===== src/rtl/bcd_time_counter.sv =====
`default_nettype none
// ============================================================================
//  Module      : bcd_time_counter
//  Description : Running time-of-day counter, HH:MM:SS.cc in packed BCD.
//                An internal prescaler divides clk down to a hundredths tick.
//                The time is loadable from a 32-bit BCD word; loads are range
//                checked and rejected loads are flagged.
//  Ports       : clk      - system clock, rising edge
//                rst      - synchronous active-high reset
//                run      - 1 = count, 0 = freeze time and prescaler
//                load_en  - single-cycle load request
//                load_bcd - {HH, MM, SS, cc} BCD word to load
//                time_bcd - current time, registered
//                tick     - one-cycle pulse with each hundredth advance
//                day_wrap - one-cycle pulse on 23:59:59.99 -> 00:00:00.00
//                load_err - one-cycle pulse when a load is rejected
//  Revision    : 1.0 - initial release
// ============================================================================
module bcd_time_counter #(
  parameter int CLK_FREQ_HZ = 50000000,
  parameter int TICK_HZ     = 100
) (
  input  logic        clk,
  input  logic        rst,
  input  logic        run,
  input  logic        load_en,
  input  logic [31:0] load_bcd,
  output logic [31:0] time_bcd,
  output logic        tick,
  output logic        day_wrap,
  output logic        load_err
);

  localparam int DIV = CLK_FREQ_HZ / TICK_HZ;
  localparam int CW  = $clog2(DIV);

  localparam logic [CW-1:0] C_CNT_LAST = CW'(DIV - 1);
  localparam logic [31:0]   C_DAY_LAST = 32'h2359_5999;

  logic [CW-1:0] cnt_q, cnt_d;
  logic [31:0]   time_q, time_d;
  logic          tick_q, tick_d;
  logic          wrap_q, wrap_d;
  logic          err_q, err_d;

  logic          w_advance;
  logic          w_load_ok;
  logic [31:0]   w_time_inc;

  // A load is legal only if every nibble is a decimal digit and each field
  // is in range; hundredths need no range check beyond the digit check.
  function automatic logic bcd_valid(input logic [31:0] v);
    logic digits_ok;
    digits_ok = 1'b1;
    for (int i = 0; i < 8; i++) begin
      if (v[i*4 +: 4] > 4'd9) digits_ok = 1'b0;
    end
    return digits_ok && (v[31:24] <= 8'h23) && (v[23:16] <= 8'h59) &&
           (v[15:8] <= 8'h59);
  endfunction

  // One-hundredth increment with BCD carries through every field.
  function automatic logic [31:0] bcd_inc(input logic [31:0] t);
    logic [31:0] r;
    r = t;
    if (t[3:0] != 4'd9) begin
      r[3:0] = t[3:0] + 4'd1;
    end else begin
      r[3:0] = 4'd0;
      if (t[7:4] != 4'd9) begin
        r[7:4] = t[7:4] + 4'd1;
      end else begin
        r[7:4] = 4'd0;
        // seconds
        if (t[11:8] != 4'd9) begin
          r[11:8] = t[11:8] + 4'd1;
        end else begin
          r[11:8] = 4'd0;
          if (t[15:12] != 4'd5) begin
            r[15:12] = t[15:12] + 4'd1;
          end else begin
            r[15:12] = 4'd0;
            // minutes
            if (t[19:16] != 4'd9) begin
              r[19:16] = t[19:16] + 4'd1;
            end else begin
              r[19:16] = 4'd0;
              if (t[23:20] != 4'd5) begin
                r[23:20] = t[23:20] + 4'd1;
              end else begin
                r[23:20] = 4'd0;
                // hours: 23 wraps to 00, otherwise ordinary BCD increment
                if (t[31:24] == 8'h23) begin
                  r[31:24] = 8'h00;
                end else if (t[27:24] != 4'd9) begin
                  r[27:24] = t[27:24] + 4'd1;
                end else begin
                  r[27:24] = 4'd0;
                  r[31:28] = t[31:28] + 4'd1;
                end
              end
            end
          end
        end
      end
    end
    return r;
  endfunction

  assign w_advance  = run && (cnt_q == C_CNT_LAST);
  assign w_load_ok  = load_en && bcd_valid(load_bcd);
  assign w_time_inc = bcd_inc(time_q);

  always_comb begin
    cnt_d  = cnt_q;
    time_d = time_q;
    tick_d = 1'b0;
    wrap_d = 1'b0;
    err_d  = load_en && !w_load_ok;

    if (w_load_ok) begin
      // A valid load overrides any coincident advance and restarts the
      // prescaler so a full period elapses before the next tick.
      time_d = load_bcd;
      cnt_d  = '0;
    end else if (run) begin
      if (w_advance) begin
        cnt_d  = '0;
        time_d = w_time_inc;
        tick_d = 1'b1;
        wrap_d = (time_q == C_DAY_LAST);
      end else begin
        cnt_d = cnt_q + CW'(1);
      end
    end
  end

  always_ff @(posedge clk) begin
    if (rst) begin
      cnt_q  <= '0;
      time_q <= 32'h0000_0000;
      tick_q <= 1'b0;
      wrap_q <= 1'b0;
      err_q  <= 1'b0;
    end else begin
      cnt_q  <= cnt_d;
      time_q <= time_d;
      tick_q <= tick_d;
      wrap_q <= wrap_d;
      err_q  <= err_d;
    end
  end

  assign time_bcd = time_q;
  assign tick     = tick_q;
  assign day_wrap = wrap_q;
  assign load_err = err_q;

endmodule
`default_nettype wire


===== config.mk =====
export PLATFORM = sky130hd
export DESIGN_NAME = bcd_time_counter
export DESIGN_NICKNAME = d
export VERILOG_FILES = /design/src/rtl/bcd_time_counter.sv
export SDC_FILE = /design/constraint.sdc
export NUM_CORES = 1
export LEC_CHECK = 0
export CORE_MARGIN = 2
export CORE_UTILIZATION = 45
export CTS_CLUSTER_SIZE = 12
export DETAILED_ROUTE_END_ITERATION = 10
export PLACE_DENSITY = 0.79
export SETUP_SLACK_MARGIN = 0.02
export SYNTH_ARGS = -nofsm -noshare
export SYNTH_HDL_FRONTEND = slang
export SYNTH_SLANG_ARGS = --single-unit

===== constraint.sdc =====
create_clock -name clk -period 4.35 [get_ports clk]
set_clock_uncertainty 0.05 [all_clocks]
set_input_delay 1.305 -clock clk [delete_from_list [all_inputs] [get_ports clk]]
set_output_delay 1.305 -clock clk [all_outputs]
set_load 0.02 [all_outputs]

==> impl_metrics.py, run 1 <==
metrics = {
    "yosys": {
        "synth_seq_area_share": 0.3664,
        "ys_types": 51,
        "synth-main-ff-cell": "dfxtp_1",
        "synth_area_um2": 2950,
        "synth_seq_cells": 54,
        "postSynthCellCount": 354,
        "synth.net_count": 395,
        "async_reset_ff_frac": 0,
        "ys_warn_count": 0,
        "synthMuxAreaShare": 0.01357,
        "synth-edff-count": 0,
        "syn_area_per_cell_um2": 8.334,
        "synthXorXnorAreaFrac": 0.09203,
        "synthSimpleGateAreaFrac": 0.3147,
        "synth-adder-area-share": 0.02120,
        "synth_top_family_by_area": "simple AND/OR/NAND/NOR gates",
        "synth-compound-area-share": 0.1472,
    },
    "final_layout": {
        "finalNonFillerCells": 498,
        "multiInputGateArea_um2": 1737,
        "syn2layout_area_growth_pct": 30.03,
        "final_common_cell": "clkdlybuf4s50_1",
        "final_layout_size_suffix_gt1_frac": 0.04988,
        "final_nets": 461,
        "ff_latch_area_um2": 1081,
        "utilization": 0.6041,
        "final_cell_mix": "70 x clkdlybuf4s50_1, 57 x nor2_1, 54 x dfxtp_1",
        "num_antenna_cells": 0,
        "fillers": 559,
    },
    "timing": {
        "finalCritPeriodShare": 0.8314,
        "finalSetupViolCount": 0,
        "fin_setup_tns_ns": 0,
        "max_slew_margin": 0.3273,
        "tightest_slew_ns": 0.9955,
        "fin_crit_ns": 3.616,
        "rsz0062_at_grt": "false",
        "max_freq_mhz": 276.5,
        "drv_slew": 0,
        "hold_violations": 0,
    },
    "floorplanning": {
        "die_area_um2": 7220,
        "die_x_um": 84.97,
        "fp.dieH_um": 84.97,
        "pin_count": 71,
        "start_util": 0.4646,
        "core-area_um2": 6350,
        "fp-row-count": 29,
    },
    "route": {
        "drt_iter0_drc": 186,
        "totalWireLength_um": 7431,
        "vias": 2916,
        "wl_per_cell_um": 14.92,
        "drtAntennaViolNets": 0,
        "first_pass_iters": 5,
        "avgViaCountPerCell": 5.855,
        "drc": 0,
    },
    "clock_tree": {
        "cts_tree": "yes",
        "ctsHoldBuffers": 0,
        "numCtsBuffers": 5,
        "cts-resized-gates": 0,
        "post_cts_buffers": 0,
        "numClockSinks": 54,
        "clk_pin_slew_ns": 0.09,
        "clock_path_buffers": 2,
        "htree_levels": 2,
        "clock_latency_ns": 0.30,
        "root_buffer": "clkbuf_8",
    },
    "grt": {
        "grt_max_degree": 36,
        "grt_pass1_wl_um": 12500,
        "track_usage": 0.2077,
        "grt_pass1_vias": 2706,
        "gr-total-overflow": 0,
        "antenna_found_initial": 0,
    },
    "placed_design": {
        "dp.cells": 490,
        "post-dp-hpwl_um": 5624,
        "place_congestion": 0.8200,
        "numPortBuffers": 70,
    },
    "critical_path": {
        "endpoint_kind": "flip-flop",
        "crit_start": "run",
        "cp.required_ns": 4.52,
        "worstSetupStartpointType": "input pin",
        "cp_max_fo": 11,
        "cp.arrival_ns": 3.79,
        "worstSetupPathType": "in2reg",
        "r2r-start": "time_bcd[14]",
    },
    "min_path": {
        "min_from": "cnt_q[0]",
        "hold_class": "reg2reg",
    },
    "pwr": {
        "irDropWorstVdd_mv": 0.1412,
        "leakagePower_nw": 1.266,
        "p_per_area_nw_per_um2": 252.3,
    },
    "job": {
        "maxCapViolCount": 0,
    },
    "run_status": {
        "status": "completed",
    },
}
[sequential cells by signal, summed over array words and instances, names as in the netlist]
signal and cells:
load_err 1, cnt_q 19, day_wrap 1, tick 1, time_bcd 32
[per-layer routing]
layer  wire (µm)  share of wire  vias up  track usage
li1            -              -     1413            -
met1        3402           0.46     1396       0.2793
met2        3464           0.47       91       0.3381
met3         419          0.056       16      0.03794
met4         145          0.020        0      0.06638
met5           0              0        -            0
[power by group]
part,switching [mW],internal [mW]
clock,0.165,0.245
sequential,0.00191,0.496
combinational,0.0242,0.0356
[per-stage QoR]
step           power, mW  worst slack [ns]  hold WS, ns  instance area, µm²
2_1_floorplan     0.5273             1.127       0.4121                2950
3_3_place_gp      0.5689            0.5518       0.4261                3694
3_5_place_dp      0.5690            0.4213       0.4461                3694
4_1_cts           0.9760            0.7344       0.4620                3836
5_1_grt            1.002            0.4560       0.4969                3836
6_report          0.9680            0.7336       0.4577                3836
[final timing paths]
check	end	slack, ns	depth (start not counted)
worst min-delay path	cnt_q[0]	0.46	2
worst max-delay path	time_bcd[28]	0.73	7
worst max register to register	time_bcd[28]	1.49	6
worst min register to register	cnt_q[0]	0.46	2
[critical path: stages]
cell             delay, ns
clkdlybuf4s50_1       0.59
nand4_1               0.22
nor4_2                0.50
nand4b_1              0.43
nor2_1                0.37
nand3_1               0.12
a311oi_1              0.25
[logic make-up (layout without fill, tap and decap cells)]
| logic type | count (synthesis) | count (layout) |
|---|---|---|
| AND/OR/NAND/NOR | 171 | 171 |
| adder cells (fa/ha/maj) | 5 | 5 |
| XOR/XNOR | 31 | 31 |
| AO/OA/AOI/OAI | 61 | 61 |
| flip-flops | 54 | 54 |
| buffers and inverters | 28 | 95 |
| multiplexers | 4 | 4 |
[area by class of cell]
class	instances	share of cell area
sequential	54	0.2818
inverter	13	0.01272
multi-input combinational	272	0.4527
clock buffer	6	0.02153
clock inverter	2	0.01566
tap	77	0.02511
timing repair buffer	74	0.1905
[synthesized netlist by cell type (all sizes together), types with 3 or more instances]
cell type	n	area, µm²
a211oi	19	142.6
mux2i	4	40.04
xor2	16	140.1
nor3	14	75.07
nand4b	4	35.03
nor4	6	58.80
dfxtp	54	1081
clkbuf	9	33.78
nor4bb	6	60.06
a21oi	10	50.05
buf	5	37.53
nand2	22	87.58
a311oi	6	58.80
and3	6	37.54
nand3	17	85.08
ha	5	62.56
or4	4	31.28
xnor2	15	131.4
nand2b	7	43.79
nand3b	3	22.52
nor2	57	214.0
nand4	12	75.07
inv	13	48.80
o21ai	10	50.05
nor2b	4	25.02
No activity file was read; power rests on OpenSTA's default activity.
==> inputs of run 2 (changes only) <==
==> constraint.sdc (replaced) <==
create_clock -name clk -period 3.4 [get_ports clk]
set_clock_uncertainty 0.05 [all_clocks]
set_input_delay 1.02 -clock clk [delete_from_list [all_inputs] [get_ports clk]]
set_output_delay 1.02 -clock clk [all_outputs]
set_load 0.02 [all_outputs]
==> impl_metrics.py, run 2 (same netlist as run 1, synthesis figures left out) <==
metrics = {
    "timing": {
        "tightest_slew_ns": 0.5075,
        "finalSetupViolCount": 0,
        "fin_crit_ns": 2.905,
        "max_freq_mhz": 344.2,
        "hold_violations": 0,
        "max_slew_margin": 0.6571,
        "rsz0062_at_grt": "false",
        "finalCritPeriodShare": 0.8544,
        "drv_slew": 0,
        "finalWorstSetupSlack_ns": 0.4950,
        "hold_ws_ns": 0.4530,
        "fin_setup_tns_ns": 0,
    },
    "route": {
        "drt_iter0_drc": 116,
        "totalWireLength_um": 7584,
        "first_pass_iters": 4,
        "drtAntennaViolNets": 0,
        "avgViaCountPerCell": 5.712,
        "drc": 0,
        "vias": 2913,
        "wl_per_cell_um": 14.87,
    },
    "clock_tree": {
        "numClockSinks": 54,
        "htree_levels": 2,
        "clk_pin_slew_ns": 0.09,
        "clock_latency_ns": 0.31,
        "clock_path_buffers": 2,
        "ctsHoldBuffers": 0,
        "numCtsBuffers": 5,
        "cts_tree": "yes",
        "root_buffer": "clkbuf_8",
        "post_cts_buffers": 0,
        "cts-resized-gates": 0,
    },
    "critical_path": {
        "r2r_slack_ns": 0.83,
        "cp_max_fo": 6,
        "cp_slowest_cell": "clkdlybuf4s50_1",
        "worst-r2r-cell-count": 7,
        "cp.arrival_ns": 3.09,
        "worstSetupPathType": "in2reg",
        "endpoint_kind": "flip-flop",
        "r2r_end": "time_bcd[8]",
        "worstSetupStartpointType": "input pin",
        "cp.required_ns": 3.58,
        "cpPeakStageDelay_ns": 0.49,
        "cp_cell_sequence": "clkdlybuf4s50_1 > nand4_1 > nor4_2 > nand4_1 > or4_1 > a311oi_1",
        "path_common_cell": "nand4_1",
        "path_buf_inv": 1,
        "r2r-start": "cnt_q[6]",
        "cp_top_family": "simple AND/OR/NAND/NOR gates",
    },
    "pwr": {
        "p_per_area_nw_per_um2": 280.7,
        "leakagePower_nw": 1.307,
        "p_total_mw": 1.091,
        "irDropWorstVdd_mv": 0.1854,
    },
    "floorplanning": {
        "die_area_um2": 7220,
        "core-area_um2": 6350,
        "die_x_um": 84.97,
        "start_util": 0.4646,
        "pin_count": 71,
        "fp-row-count": 29,
        "fp.dieH_um": 84.97,
    },
    "placed_design": {
        "preCtsSetupSlack_ns": 0.1258,
        "dp.cells": 502,
        "place_congestion": 0.8397,
        "place_area_um2": 3796,
        "numPortBuffers": 70,
        "post-dp-hpwl_um": 5828,
    },
    "final_layout": {
        "num_antenna_cells": 0,
        "final_cell_mix": "70 x clkdlybuf4s50_1, 57 x nor2_1, 54 x dfxtp_1",
        "syn2layout_area_growth_pct": 31.76,
        "finalNonFillerCells": 510,
        "final_nets": 473,
        "fillers": 566,
        "fin_area_um2": 3887,
        "largest_register_ffs": 32,
        "multiInputGateArea_um2": 1737,
        "utilization": 0.6122,
        "final_common_cell": "clkdlybuf4s50_1",
        "ff_latch_area_um2": 1081,
        "final_layout_size_suffix_gt1_frac": 0.07390,
    },
    "grt": {
        "grt_pass1_vias": 2820,
        "antenna_found_initial": 0,
        "grt_max_degree": 30,
        "grt_pass1_wl_um": 12860,
        "gr-total-overflow": 0,
        "track_usage": 0.2169,
    },
    "min_path": {
        "hold_class": "reg2reg",
        "whs_endpoint": "cnt_q[1]",
        "hold_path_depth": 2,
        "min_from": "cnt_q[1]",
    },
    "run_status": {
        "status": "completed",
    },
    "job": {
        "maxCapViolCount": 0,
    },
}
## run 2: changes by cell type in the layout (fill, tap and decap cells not counted)
cell and delta:
clkbuf_1 +1, buf_4 +11, buf_12 +1, clkinv_2 +1, bufinv_16 -2
## run 2: worst max path at each step
| stage | start | end | slack (ns) | depth (start not counted) |
|---|---|---|---|---|
| 2_1_floorplan | load_bcd[30] | cnt_q[10] | 0.46 | 8 |
| 3_3_place_gp | run | time_bcd[11] | 0.18 | 6 |
| 3_5_place_dp | run | time_bcd[11] | 0.13 | 6 |
| 4_1_cts | run | time_bcd[11] | 0.47 | 6 |
| 5_1_grt | run | time_bcd[11] | 0.34 | 6 |
| 6_report | run | time_bcd[11] | 0.49 | 6 |
## run 2: worst register-to-register path, stage by stage, from the launching register on
cell,delay [ns]
dfxtp_1,0.36
or4b_1,0.51
or4_1,0.63
nor3_1,0.33
buf_4,0.18
nand2_1,0.06
xor2_1,0.16
a211oi_1,0.21
## run 2: routing by layer
metal  global-route usage  share of wire
met5                    0              0
met1               0.2729           0.46
met3              0.04961          0.044
met2               0.3729           0.48
met4              0.05916          0.012
## run 2: layout make-up
cell class / count / area share
clock buffer: 7 / 0.02221
clock inverter: 1 / 0.001287
inverter: 13 / 0.01255
multi-input combinational: 272 / 0.4467
sequential: 54 / 0.2781
tap: 77 / 0.02478
timing repair buffer: 86 / 0.2144
## run 2: power breakdown
group / total [mW] / internal [mW] / switching [mW] / leakage, nW
Clock: 0.372 / 0.165 / 0.207 / 0.0482
Sequential: 0.637 / 0.635 / 0.00242 / 0.435
Combinational: 0.0819 / 0.0494 / 0.0324 / 0.824
Total: 1.09 / 0.849 / 0.242 / 1.31
